--- config.mk ---
export PLATFORM = sky130hd
export DESIGN_NAME = lc3_mem_ctrl
export DESIGN_NICKNAME = d
export VERILOG_FILES = /design/src/rtl/lc3_pkg.sv /design/src/rtl/lc3_mem_ctrl.sv
export SDC_FILE = /design/constraint.sdc
export NUM_CORES = 1
export LEC_CHECK = 0
export CORE_MARGIN = 10
export CORE_UTILIZATION = 42
export DETAILED_ROUTE_END_ITERATION = 7
export PLACE_DENSITY = 0.79
export SYNTH_ARGS = -nofsm -noshare
export SYNTH_HDL_FRONTEND = slang
export SYNTH_SLANG_ARGS = --single-unit
--- constraint.sdc ---
create_clock -name CLK -period 2 [get_ports CLK]
set_clock_uncertainty 0.15 [all_clocks]
set_input_delay 0.4 -clock CLK [delete_from_list [all_inputs] [get_ports CLK]]
set_output_delay 0.4 -clock CLK [all_outputs]
set_load 0.02 [all_outputs]
--- src/rtl/lc3_pkg.sv ---
// lc3_pkg: shared types and constants for the LC3 memory controller.
//   state_t    - request/acknowledge FSM states
//   acc_kind_t - kind of access latched at grant
//   LC3_NOP    - value IR holds out of reset (BR never)
//   FAIR_LIMIT - consecutive data grants tolerated while a fetch waits
package lc3_pkg;

  localparam int LC3_ADDR_W = 16;
  localparam int LC3_DATA_W = 16;
  localparam int FAIR_LIMIT = 2;

  localparam logic [LC3_DATA_W-1:0] LC3_NOP = 16'h0000;

  typedef enum logic [1:0] {
    ST_IDLE,
    ST_ISSUE,
    ST_WAIT,
    ST_DONE
  } state_t;

  typedef enum logic [1:0] {
    K_FETCH,
    K_LOAD,
    K_STORE
  } acc_kind_t;

endpackage

--- src/rtl/lc3_mem_ctrl.sv ---
// lc3_mem_ctrl: arbitrates LC3 instruction fetch and load/store requests
// onto one single-port synchronous SRAM.
//   CLK, RST_N         - clock, synchronous active-low reset
//   IF_REQ/IF_ADDR     - fetch request (held until IF_ACK)
//   IF_ACK/IR          - fetch completion pulse, fetched instruction
//   D_REQ/D_WE/D_ADDR/D_WDATA - load/store request (held until D_ACK)
//   D_ACK/D_RDATA      - data completion pulse, load data
//   MEM_EN/MEM_WE/MEM_ADDR/MEM_WDATA/MEM_RDATA - SRAM port
//   BUSY               - FSM outside IDLE, lets the core stall
// Every output is a flop; nothing on the request inputs reaches an output
// combinationally. MEM_LAT must lie in 1..4.
module lc3_mem_ctrl
  import lc3_pkg::*;
#(
  parameter int ADDR_W  = LC3_ADDR_W,
  parameter int DATA_W  = LC3_DATA_W,
  parameter int MEM_LAT = 1
) (
  input  logic              CLK,
  input  logic              RST_N,
  input  logic              IF_REQ,
  input  logic [ADDR_W-1:0] IF_ADDR,
  output logic              IF_ACK,
  output logic [DATA_W-1:0] IR,
  input  logic              D_REQ,
  input  logic              D_WE,
  input  logic [ADDR_W-1:0] D_ADDR,
  input  logic [DATA_W-1:0] D_WDATA,
  output logic              D_ACK,
  output logic [DATA_W-1:0] D_RDATA,
  output logic              MEM_EN,
  output logic              MEM_WE,
  output logic [ADDR_W-1:0] MEM_ADDR,
  output logic [DATA_W-1:0] MEM_WDATA,
  input  logic [DATA_W-1:0] MEM_RDATA,
  output logic              BUSY
);

  state_t    state;
  acc_kind_t kind;
  logic [2:0] lat_cnt;
  logic [1:0] fair_cnt;
  logic       fetch_win;

  // Data normally wins; a waiting fetch is forced through once data has
  // taken FAIR_LIMIT grants in a row while the fetch was pending.
  assign fetch_win = IF_REQ && (!D_REQ || (fair_cnt == 2'(FAIR_LIMIT)));

  always_ff @(posedge CLK) begin
    if (!RST_N) begin
      state     <= ST_IDLE;
      kind      <= K_FETCH;
      lat_cnt   <= '0;
      fair_cnt  <= '0;
      IF_ACK    <= 1'b0;
      D_ACK     <= 1'b0;
      IR        <= DATA_W'(LC3_NOP);
      D_RDATA   <= '0;
      MEM_EN    <= 1'b0;
      MEM_WE    <= 1'b0;
      MEM_ADDR  <= '0;
      MEM_WDATA <= '0;
      BUSY      <= 1'b0;
    end else begin
      // single-cycle strobes default low
      IF_ACK <= 1'b0;
      D_ACK  <= 1'b0;
      MEM_EN <= 1'b0;
      MEM_WE <= 1'b0;
      case (state)
        ST_IDLE: begin
          // grant edge: latch the winner and raise the SRAM strobe so it
          // is visible in the ISSUE cycle
          if (fetch_win) begin
            kind     <= K_FETCH;
            MEM_ADDR <= IF_ADDR;
            MEM_EN   <= 1'b1;
            BUSY     <= 1'b1;
            fair_cnt <= '0;
            lat_cnt  <= 3'(MEM_LAT);
            state    <= ST_ISSUE;
          end else if (D_REQ) begin
            kind     <= D_WE ? K_STORE : K_LOAD;
            MEM_ADDR <= D_ADDR;
            MEM_WE   <= D_WE;
            if (D_WE) MEM_WDATA <= D_WDATA;
            MEM_EN   <= 1'b1;
            BUSY     <= 1'b1;
            // the streak only counts grants that made a fetch wait
            fair_cnt <= IF_REQ ? fair_cnt + 2'd1 : 2'd0;
            lat_cnt  <= 3'(MEM_LAT);
            state    <= ST_ISSUE;
          end
        end
        ST_ISSUE: begin
          if (kind == K_STORE) begin
            D_ACK <= 1'b1;
            state <= ST_DONE;
          end else begin
            lat_cnt <= lat_cnt - 3'd1;
            state   <= ST_WAIT;
          end
        end
        ST_WAIT: begin
          // lat_cnt hits 0 in the cycle MEM_RDATA is valid
          if (lat_cnt == 3'd0) begin
            if (kind == K_FETCH) begin
              IR     <= MEM_RDATA;
              IF_ACK <= 1'b1;
            end else begin
              D_RDATA <= MEM_RDATA;
              D_ACK   <= 1'b1;
            end
            state <= ST_DONE;
          end else begin
            lat_cnt <= lat_cnt - 3'd1;
          end
        end
        ST_DONE: begin
          // requests are not looked at here; they are picked up next IDLE
          BUSY  <= 1'b0;
          state <= ST_IDLE;
        end
        default: state <= ST_IDLE;
      endcase
    end
  end

endmodule

# After elaboration in Yosys (flattened, before gate mapping)
# Index checks and enable logic that the tools add are counted.
[totals] reg_bits=78 inputBits=69 output_inout_bits=69 word_cells=76
[op_classes] addsub=2 n_eq_ne=9 muxes=28 bitwise_logic=5 n_reduce_logical=19
[op_table] op="$mux W16" count=2
[op_table] op="$mux W2" count=9
[op_table] op="$mux W3" count=4
[op_table] op="$mux W1" count=9
[op_table] op="$pmux W3 S3" count=1
[op_table] op="$reduce_and A3 Y1" count=3
[op_table] op="$eq A2 B2 Y1 const B" count=4
[op_table] op="$pmux W2 S4" count=1
[op_table] op="$reduce_and A2 Y1" count=4
[op_table] op="$reduce_and A4 Y1" count=2
[op_table] op="$ne A2 B2 Y1 const B" count=3
[op_table] op="$not A1 Y1" count=5
[op_table] op="$logic_not A2 Y1" count=2
[op_table] op="$pmux W1 S2" count=2
[op_table] op="$reduce_bool A2 Y1" count=2
[op_table] op="$reduce_or A4 Y1" count=1
[op_table] op="$logic_not A3 Y1" count=1
[op_table] op="$ne A3 B3 Y1 const B" count=1
[op_table] op="$reduce_bool A3 Y1" count=1
[op_table] op="$sub A3 B1 Y3 const B" count=1
[op_table] op="$add A2 B1 Y2 const B" count=1
[op_table] op="$eq A2 B1 Y1 const B" count=1
[op_table] op="$logic_and A1 B1 Y1" count=1
[op_table] op="$logic_not A1 Y1" count=1
[op_table] op="$logic_or A1 B1 Y1" count=1

# Depth between registers and ports, before layout
[depth] ltp_word=5 ltp_mapped=8 depth_no_buf=6

# Least setup slack after synthesis
# OpenSTA, ideal clock, no wires.
[synth_path] path_kind="flip-flop to flip-flop" start="register state[0]" end="register kind[1]" setup_ps=128 t_arrival_ps=1366 t_required_ps=1722 setup_slack_ps=356 path_stages_with_launch=8 n_path_buf=2 synth_period_minus_slack_ps=1644 cell_sequence="dfxtp_1 inv_1 ha_1 and3_1 buf_4 buf_4 a22oi_1 nor2_1"
[synth_between] elab_chain_cells=2
[synth_lines] item="from (decl)" line_no="lc3_mem_ctrl.sv:39" text="state_t state;"
[synth_lines] item="from (signal assigned)" line_no="lc3_mem_ctrl.sv:51" text="state <= ST_IDLE;"
[synth_lines] item="from (signal assigned)" line_no="lc3_mem_ctrl.sv:81" text="state <= ST_ISSUE;"
[synth_lines] item="from (signal assigned)" line_no="lc3_mem_ctrl.sv:92" text="state <= ST_ISSUE;"
[synth_lines] item="$logic_not A2 Y1" line_no="lc3_mem_ctrl.sv:70" text="case (state)"
[synth_lines] item="$reduce_and A2 Y1 (no source line)"
[synth_lines] item="to (signal assigned)" line_no="lc3_mem_ctrl.sv:83" text="kind <= D_WE ? K_STORE : K_LOAD;"
[synth_lines] item="to (decl)" line_no="lc3_mem_ctrl.sv:40" text="acc_kind_t kind;"
# Every way passes these cells.
# A chain may end at the register's enable or synchronous reset.

# Worst setup path in the final report
[layout_path] start="register MEM_ADDR[4]" end="output MEM_ADDR[4]"
[layout_rtl] item="from (decl)" line_no="lc3_mem_ctrl.sv:33" text="output logic [ADDR_W-1:0] MEM_ADDR,"
[layout_rtl] item="from (signal assigned)" line_no="lc3_mem_ctrl.sv:61" text="MEM_ADDR <= '0;"
[layout_rtl] item="from (signal assigned)" line_no="lc3_mem_ctrl.sv:76" text="MEM_ADDR <= IF_ADDR;"
[layout_rtl] item="from (signal assigned)" line_no="lc3_mem_ctrl.sv:84" text="MEM_ADDR <= D_ADDR;"
# No word-level cell between the ends.

==> summary.md <==
| Metric | Value |
|---|---|
| Reg-to-reg endpoint | lat_cnt[1] |
| Startpoint-to-endpoint class of the critical path | reg2out |
| Final critical delay including setup and external delays | 1.89 ns |
| Horizontal extent of the die | 108 µm |
| Setup tns final | 0 ns |
| Number of buffers added on ports | 137 |
| VDD IR max | 0.675 mV |
| Via count of the first global-routing pass | 3100 |
| Post-synth top area cell | dfxtp_1 |
| Syn nets | 464 |
| Top cells by instance count after synthesis | dfxtp_1 (78), nand2_1 (71), a21oi_1 (54), o21ai_0 (40), nand3b_1 (20) |
| Crit path buf inv count | 1 |
| Slowest cell on crit path | clkdlybuf4s50_1 |
| Data required time of the worst path | 1.45 ns |
| Drt via density | 5.21 |
| Clock edge transition at the registers on the reported setup and hold paths | 0.09 ns |
| Worst hold-check path type | reg2reg |
| Number of H-tree levels | 3 |
| Number of pins exceeding their max-slew limit in the final report | 0 |
| Warnings from Yosys | 0 |
| DRC Markers | 0 |
| Total track usage | 16.2% |
| Die Y-Extent | 108 µm |
| Met2 layer wire length in the routed design | 4600 µm |
| Length of routed wiring on met1 | 4000 µm |
| Worst setup path startpoint | MEM_ADDR[4] |
| Number of instances in the synthesized netlist | 386 |
| Die Area | 11600 µm² |
| Post-cts repair resize count | 0 |
| Critical Path End Type | primary output |
| Post-synth ARST share | 0% |
| Distinct cells, synth | 40 |
| Count of filler cells inserted in the layout | 646 |
| Headroom to the max-slew limit | 49.5% |
| Worst stage delay on the critical path | 0.63 ns |
| Global-route wire length before repair | 15300 µm |
| Pin count of the biggest net entering global routing | 39 |
| Post-synthesis to final-layout area growth | 53.7% |
| CP Depth | 1 |
| Arrival time reported for the critical path endpoint | 1.34 ns |
| CP endpoint | MEM_ADDR[4] |
| Detailed Route Iter0 Violations | 174 |
| Worst path cell trace | clkdlybuf4s50_1 |
| Total iterations of the first detailed-routing run | 5 |
| Category of cells accounting for the largest share of critical-path delay | buffers and inverters |
| Ant diodes | 0 |
| Post-DP HPWL | 7360 µm |
| Crit-path max FO | 2 |
| Gp weighted congestion | 0.765 |
| Met3 Routed Length | 1230 µm |
| Max layer used | met4 |
| Grt ovf | 0 |
| Clock Tree Root | clkbuf_8 |
| Total CTS buffers | 9 |
| Area of the core | 7370 µm² |
| Power Density | 1080 nW/µm² |
| Initial core utilization | 43.9% |
| R2R Path Start | state[0] |
| CTS max path bufs | 2 |
| Most frequent cell after synthesis | dfxtp_1 |
| Number of synthesized flops with an enable pin | 0 |
| Sequential cell area fraction in the yosys report | 48.2% |
| Startpoint class of the critical path | flip-flop |
| Most used DFF post-synth | dfxtp_1 |
| Initial antenna violation count | 0 |
| Ratio of final minimum period to clock period | 94.4% |
| Slew @ Worst Pin | 0.755 ns |
| Clock network latency to the later pin of the worst-skew pair | 0.35 ns |
| Outcome | complete, no violations |
| Biggest area contributors in the synthesized netlist | dfxtp_1 (48%), a21oi_1 (8.3%), nand2_1 (8.2%), o21ai_0 (6.2%), nand3b_1 (4.6%) |
| Worst R2R Path Depth | 5 |
| Number of setup violations in the final report | 0 |
| Final Hold Violating Endpoints | 0 |
| Post-synthesis instance area | 3240 µm² |
| IO Count | 138 |
| MaxCap Viol Count | 0 |
| Internal reg-to-reg setup slack | 0.18 ns |
| Post-detailed-routing wire length | 9950 µm |
| Area taken by flip-flops and latches | 1560 µm² |
| Leakage | 1.74 nW |
| Clock tree from TritonCTS | done |
| Area of the multi-input gates | 1480 µm² |
| Fraction of layout instances using a drive strength above 1 | 7.44% |
| Post-Synthesis Mean Instance Area | 8.39 µm² |
| Count of hold buffers inserted by post-cts repair | 0 |
| Setup repair after global routing missed its margin | no |
| Proportion of netlist area held by the largest area contributor | 48.2% |
| Placement row count | 31 |
| Final Net Count | 597 |
| Synthesized flop and latch total | 78 |
| Count of vias placed by the detailed router | 3245 |
| Tot Pwr | 5.37 mW |
| Clock sink count | 78 |
| Achievable Freq | 530 MHz |
| Routed Antenna Nets | 0 |
| Routed wirelength normalized by instance count | 16.0 µm |
| Number of buffers inserted by post-CTS setup repair | 0 |
-- routing by layer --
| metal | vias up | track usage (%) |
|---|---|---|
| met3 | 13 | 7.72 |
| met1 | 1489 | 18.5 |
| met2 | 133 | 26.0 |
| li1 | 1610 | - |
| met4 | 0 | 5.34 |
| met5 | - | 0 |
-- where the power goes --
part	internal, mW	leakage, nW	switching [mW]
registers	1.83	0.636	0.166
logic	0.938	0.990	1.08
clock network	0.725	0.118	0.631
-- cells in the final DEF, fill, tap and decap left out, types with 2 or more instances in the layout --
cell type | netlist | routed
clkdlybuf4s50_1 | 0 | 137
inv_8 | 0 | 2
inv_1 | 9 | 8
a21oi_1 | 54 | 54
nand3b_1 | 20 | 20
nand3_1 | 17 | 17
nand2_1 | 71 | 71
bufinv_16 | 0 | 2
mux2i_1 | 2 | 2
clkbuf_8 | 0 | 9
buf_12 | 0 | 5
o21ai_1 | 11 | 11
buf_4 | 6 | 10
nand4b_1 | 2 | 2
dfxtp_1 | 78 | 78
a31oi_1 | 16 | 16
o31ai_1 | 2 | 2
nor2_1 | 5 | 5
o21ai_0 | 40 | 40
ha_1 | 9 | 9
-- kinds of logic after synthesis --
family / count (synthesis) / synth area share [%]
buffers and inverters: 39 / 5.95
flip-flops: 78 / 48.2
AO/OA/AOI/OAI: 130 / 21.8
multiplexers: 2 / 0.618
AND/OR/NAND/NOR: 128 / 19.9
adder cells (fa/ha/maj): 9 / 3.48
-- registers in the layout, indices dropped and copies added (netlist names), 2 cells and up --
register,count
D_RDATA,16
IR,16
MEM_ADDR,16
MEM_WDATA,16
lat_cnt,3
fair_cnt,2
kind,2
state,2
-- stage by stage --
step	std cells	util (%)	hold WS, ns	setup slack (ns)	area, µm²
2_1_floorplan	386	-	0.282	0.356	3240
3_3_place_gp	607	64.4	0.291	0.0945	4750
3_5_place_dp	607	64.4	0.298	0.0127	4750
4_1_cts	623	67.6	0.312	0.0533	4980
5_1_grt	623	67.6	0.327	0.0475	4980
6_report	623	67.6	0.310	0.112	4980
-- how the worst min path moves through the flow --
stage | from | endpoint | cells past startpoint
detailed placement | IR[13] | IR[13] | 2
global route | IR[15] | IR[15] | 2
floorplan | fair_cnt[0] | fair_cnt[0] | 2
finish | IR[13] | IR[13] | 2
CTS | IR[13] | IR[13] | 2
global placement | IR[8] | IR[8] | 2
-- area by class of cell --
cell class	count	area share, %
multi-input cells	269	29.8
inverters	9	0.679
flip-flops and latches	78	31.4
clock inverters	7	2.11
clock buffers	9	2.49
repair buffers	152	31.1
well taps	99	2.49
No activity file was read; power rests on OpenSTA's default activity.
